==> src/rtl/relprime_processor.sv <==
// Computes RelPrime(n): the smallest m >= 2 with gcd(n, m) == 1.
// Multicycle search over m; each GCD runs as a subtractive Euclid loop, one subtraction per clock.
module relprime_processor #(
    parameter int unsigned WIDTH = 16
) (
    input  logic             CLK,
    input  logic             RST,
    input  logic [WIDTH-1:0] in_data,
    output logic [WIDTH-1:0] out_result
);

    localparam logic [WIDTH-1:0] M_START = WIDTH'(2);
    localparam logic [WIDTH-1:0] M_MAX   = {WIDTH{1'b1}};
    localparam logic [WIDTH-1:0] ONE     = WIDTH'(1);
    localparam logic [WIDTH-1:0] ZERO    = '0;

    typedef enum logic [2:0] {
        S_INIT  = 3'd0,
        S_LOAD  = 3'd1,
        S_GCD   = 3'd2,
        S_CHECK = 3'd3,
        S_DONE  = 3'd4,
        S_IDLE  = 3'd5
    } state_t;

    state_t           r_state;
    logic [WIDTH-1:0] r_n;
    logic [WIDTH-1:0] r_m;
    logic [WIDTH-1:0] r_a;
    logic [WIDTH-1:0] r_b;
    logic [WIDTH-1:0] r_last_n;
    logic [WIDTH-1:0] r_result;
    logic [WIDTH-1:0] r_out;

    assign out_result = r_out;

    // Search FSM; r_result holds the pending answer until DONE publishes it.
    always_ff @(posedge CLK or posedge RST) begin
        if (RST) begin
            r_state  <= S_INIT;
            r_n      <= ZERO;
            r_m      <= ZERO;
            r_a      <= ZERO;
            r_b      <= ZERO;
            r_last_n <= ZERO;
            r_result <= ZERO;
            r_out    <= ZERO;
        end else begin
            case (r_state)
                S_INIT: begin
                    r_n <= in_data;
                    r_m <= M_START;
                    if (in_data == ZERO) begin
                        r_result <= ZERO;
                        r_state  <= S_DONE;
                    end else begin
                        r_state <= S_LOAD;
                    end
                end
                S_LOAD: begin
                    r_a     <= r_n;
                    r_b     <= r_m;
                    r_state <= S_GCD;
                end
                S_GCD: begin
                    if (r_a == r_b) begin
                        r_state <= S_CHECK;
                    end else if (r_a > r_b) begin
                        r_a <= r_a - r_b;
                    end else begin
                        r_b <= r_b - r_a;
                    end
                end
                S_CHECK: begin
                    if (r_a == ONE) begin
                        r_result <= r_m;
                        r_state  <= S_DONE;
                    end else if (r_m == M_MAX) begin
                        // Candidate space exhausted: report 0 rather than wrap.
                        r_result <= ZERO;
                        r_state  <= S_DONE;
                    end else begin
                        r_m     <= r_m + ONE;
                        r_state <= S_LOAD;
                    end
                end
                S_DONE: begin
                    r_out    <= r_result;
                    r_last_n <= r_n;
                    r_state  <= S_IDLE;
                end
                S_IDLE: begin
                    if (in_data != r_last_n) begin
                        r_state <= S_INIT;
                    end
                end
                default: begin
                    r_state <= S_INIT;
                end
            endcase
        end
    end

endmodule

==> config.mk <==
export PLATFORM = sky130hd
export DESIGN_NAME = relprime_processor
export DESIGN_NICKNAME = d
export VERILOG_FILES = /design/src/rtl/relprime_processor.sv
export SDC_FILE = /design/constraint.sdc
export NUM_CORES = 1
export LEC_CHECK = 0
export BUFFER_PORTS_ARGS = -buffer_cell sky130_fd_sc_hd__clkbuf_2
export CAP_MARGIN = 10
export CORE_ASPECT_RATIO = 0.7
export CORE_UTILIZATION = 61
export DETAILED_ROUTE_END_ITERATION = 10
export GPL_ROUTABILITY_DRIVEN = 0
export PLACE_DENSITY = 0.8
export SYNTH_ARGS = -nofsm -noshare
export SYNTH_HDL_FRONTEND = slang
export SYNTH_SLANG_ARGS = --single-unit
==> constraint.sdc <==
create_clock -name CLK -period 4.45 [get_ports CLK]
set_input_delay 0.445 -clock CLK [delete_from_list [all_inputs] [get_ports CLK]]
set_output_delay 0.445 -clock CLK [all_outputs]
set_load 0.03 [all_outputs]
==> results by group <==
Timing
  – Min cycle time layout: between 3 and 4 ns
  – Final setup vio count: 0
  – Fmax: 0.301 GHz
  – Pins Over Slew Limit: 0
  – RSZ-0062 raised after global routing: false
  – Clk_skew: 0.00653 ns
  – Worst Max-Slew Pin Slew: 1.21 ns
  – Min Hold Slack: 0.248 ns
  – Final period utilization: 0.747
  – Hold Vio Cnt, Final: 0
  – Max-slew headroom: 0.192
  – Final setup TNS: 0 ns

Critical path
  – Worst r2r src: r_a[11]
  – Worst Path Arrival: 3.62 ns
  – Setup crit end: r_b[7]
  – R2R cell count: 9
  – Reg2Reg Setup Slack: roughly 1.1 ns
  – CP Launch Point: r_a[11]
  – CP Capture Type: register
  – Worst-path fanout max: 15
  – RR Endpoint: r_b[7]
  – Worst setup SP type: register
  – CP Data Required Time: 4.75 ns
  – Critical path type: register to register

Power
  – Clock share of power: 0.214
  – Cell internal pwr: 0.00342 W
  – Peak VDD IR: 527 µV
  – Net Sw Power: 0.00304 W
  – Switching Fraction: 0.471
  – P per Cell Area: 828 nW/µm²
  – Lkg Pwr: 3.50 nW
  – Flop pwr share: 0.249
  – Comb pwr share: 0.537

Synthesis
  – Main combinational cell family by area after synthesis: simple AND/OR/NAND/NOR gates
  – Synth Area in Compound Gates: 0.155
  – Number of synthesized register bits: about 120
  – Post-Synthesis Net Count: 782
  – Distinct cell type count after synthesis: between 60 and 70
  – Simple-Gate Fraction of Synth Area: 0.185
  – Synthesized area: 6940 µm²
  – Synth Instances: 730
  – Post-synthesis xor/xnor area fraction: 0.0404
  – Sequential share of the synthesized area: 0.415
  – Synth area leader: dfrtp_1
  – YS warnings: 0
  – Mux share of post-synthesis cell area: 0.0959
  – Post-synth ARST share: 1.00
  – Primary FF master, synth: dfrtp_1
  – Dominant cells by area after synthesis: dfrtp_1 (41%), mux2_2 (6.3%), ha_1 (5.8%)
  – Syn Area/Cell: 9.50 µm²
  – Adder-cell share of the synthesized area: 0.0635
  – Post-synth EDFFs: 0
  – Synth top area share: 0.415

Die
  – Io pins: 34
  – Die Wd: between 100 and 150 µm
  – Die area: 11,800 µm²
  – Core outline area: 11,100 µm²
  – Initial Util: 0.628
  – Die Span Y: just over 90 µm
  – # rows: 32

Drt
  – Initial DRC Count: 749
  – Post-DR wirelength/cell: 20.5 µm
  – Final WL: 18,800 µm
  – Drt first pass iters: 6
  – Remaining DRCs: 0
  – Vias: 6,003
  – Antenna Nets Post-Route: 0
  – Drt via density: 6.54

CTS
  – Total clock sinks: 115
  – Max Buffers Root-to-Sink: 2
  – Post-CTS Setup Bufs: 0
  – Worst-path clk slew: 0.06 ns
  – # H-tree levels: 4
  – CTS tree: built
  – Clock Tree Root: clkbuf_16
  – Hold-fix buffers, CTS: 0
  – Post-cts resize count: 0
  – CTS Buf Count: 17
  – Clk Latency, worst-skew pair: 0.42 ns

Global routing
  – Largest net degree at the start of global routing: 80
  – Grt ovf: 0
  – Global-route wire length before repair: 29,600 µm
  – Number of global-route vias before repair: 5,604
  – GRT Total Usage: 0.335
  – Antenna violations before repair: 0

Hold path
  – Min-delay worst type: input port to async pin

Finish
  – Share of cells above drive strength 1: 0.166
  – Area growth syn-to-layout: 12.5%
  – Layout fillers: 835
  – NumNets Final: 804
  – Number of diodes: 0
  – Final core utilization: 0.706

Flow run
  – Max-Cap Viols: 0

Placed design
  – Hpwl dp: about 13,000 µm
  – # port buffers: 33

Outcome
  – Status: complete, no violations
## logic make-up (layout without fill, tap and decap cells)
logic type,count (synthesis),in the layout
adder cells (fa/ha/maj),34,34
AND/OR/NAND/NOR,257,257
AO/OA/AOI/OAI,156,156
XOR/XNOR,32,32
buffers and inverters,75,110
multiplexers,61,61
flip-flops,115,115
## how the worst min path moves through the flow
stage	slack, ns	cells after the start	to	from
finish	0.25	2	r_result[2]	RST
floorplan	0.45	2	r_n[13]	r_n[13]
global placement	0.48	2	r_n[5]	r_n[5]
detailed placement	0.49	1	r_result[1]	r_result[1]
global route	0.27	3	r_n[4]	in_data[4]
CTS	0.26	3	r_n[10]	in_data[10]
## cell usage in the layout, fill, tap and decap left out, types with 6 or more instances in the layout
master and n:
clkbuf_2 33, clkbuf_16 17, nor4_1 13, a21o_1 6, nand4_1 20, o31ai_1 9
xor2_1 21, o21a_1 13, nand2_1 103, inv_1 34, nand3_1 14, a211oi_1 7
ha_1 32, buf_4 9, dfrtp_1 115, xnor2_1 11, a22o_1 16, mux2_2 39
a21oi_1 34, mux2i_1 17, o21ai_0 32, nor3_1 26, or3_1 7, nor2_1 28
## flip-flops by register name, indices dropped and copies added, names as in the netlist
signal      flops
r_n            16
r_b            16
r_m            16
r_state         3
r_result       16
r_a            16
r_last_n       16
out_result     16
## critical path: stages (launching register included)
cell and delay (ns):
dfrtp_1 0.41, inv_1 0.06, ha_1 0.51, nand4_1 0.34, or4_1 0.60, nand2_1 0.20, a211oi_4 0.06, buf_4 0.21
or2_1 0.42, mux2_1 0.39
## routing by layer
metal	wire, µm	vias to the layer above	global-route usage
li1	-	2671	-
met3	2040	71	0.0860
met2	7830	377	0.468
met4	623	0	0.124
met1	8290	2884	0.499
met5	0	-	0
## power by group through the flow
stage	Sequential [W]	Clock, W	Combinational (W)
floorplan	0.00146	0	0.00263
global route	0.00162	0.00143	0.00375
global placement	0.00158	0	0.00320
detailed placement	0.00159	0	0.00331
CTS	0.00158	0.00139	0.00333
finish	0.00161	0.00138	0.00347
## Yosys cell counts, types with 4 or more instances
master and count:
dfrtp_1 115, nand2_1 103, mux2_2 39, inv_1 35
a21oi_1 34, ha_1 32, o21ai_0 32, clkbuf_1 29
nor2_1 28, nor3_1 28, xor2_1 21, nand4_1 20
mux2i_1 17, a22o_1 16, nand3_1 14, nor4_1 13
o21a_1 13, xnor2_1 11, o31ai_1 9, a211oi_1 7
or3_1 7, a21o_1 6, buf_2 6, and4_1 5
mux2_1 5, nand2b_1 5, nor2b_1 5, o211ai_1 5
or4_1 5, a31oi_1 4, and2_1 4, and3_1 4
nor3b_1 4, o31a_1 4
## cell type report
| type | instances | area, µm² | area share |
|---|---|---|---|
| Multi-Input combinational cell | 540 | 3760 | 0.482 |
| Sequential cell | 115 | 2880 | 0.369 |
| Clock buffer | 17 | 425 | 0.0545 |
| Timing Repair Buffer | 43 | 244 | 0.0313 |
| Tap cell | 153 | 191 | 0.0245 |
| Clock inverter | 15 | 173 | 0.0221 |
| Inverter | 35 | 134 | 0.0172 |
## through the flow
stage	instance area, µm²	std cells	power [W]	setup slack, ns
final	7800	918	0.00646	1.12
after global routing	7800	918	0.00680	0.962
after CTS	7790	917	0.00630	1.21
after detailed placement	7190	885	0.00490	1.22
after global placement	7190	885	0.00478	1.27
after floorplan	6940	730	0.00409	0.961
Note: power is estimated with default switching activity, not from simulation.
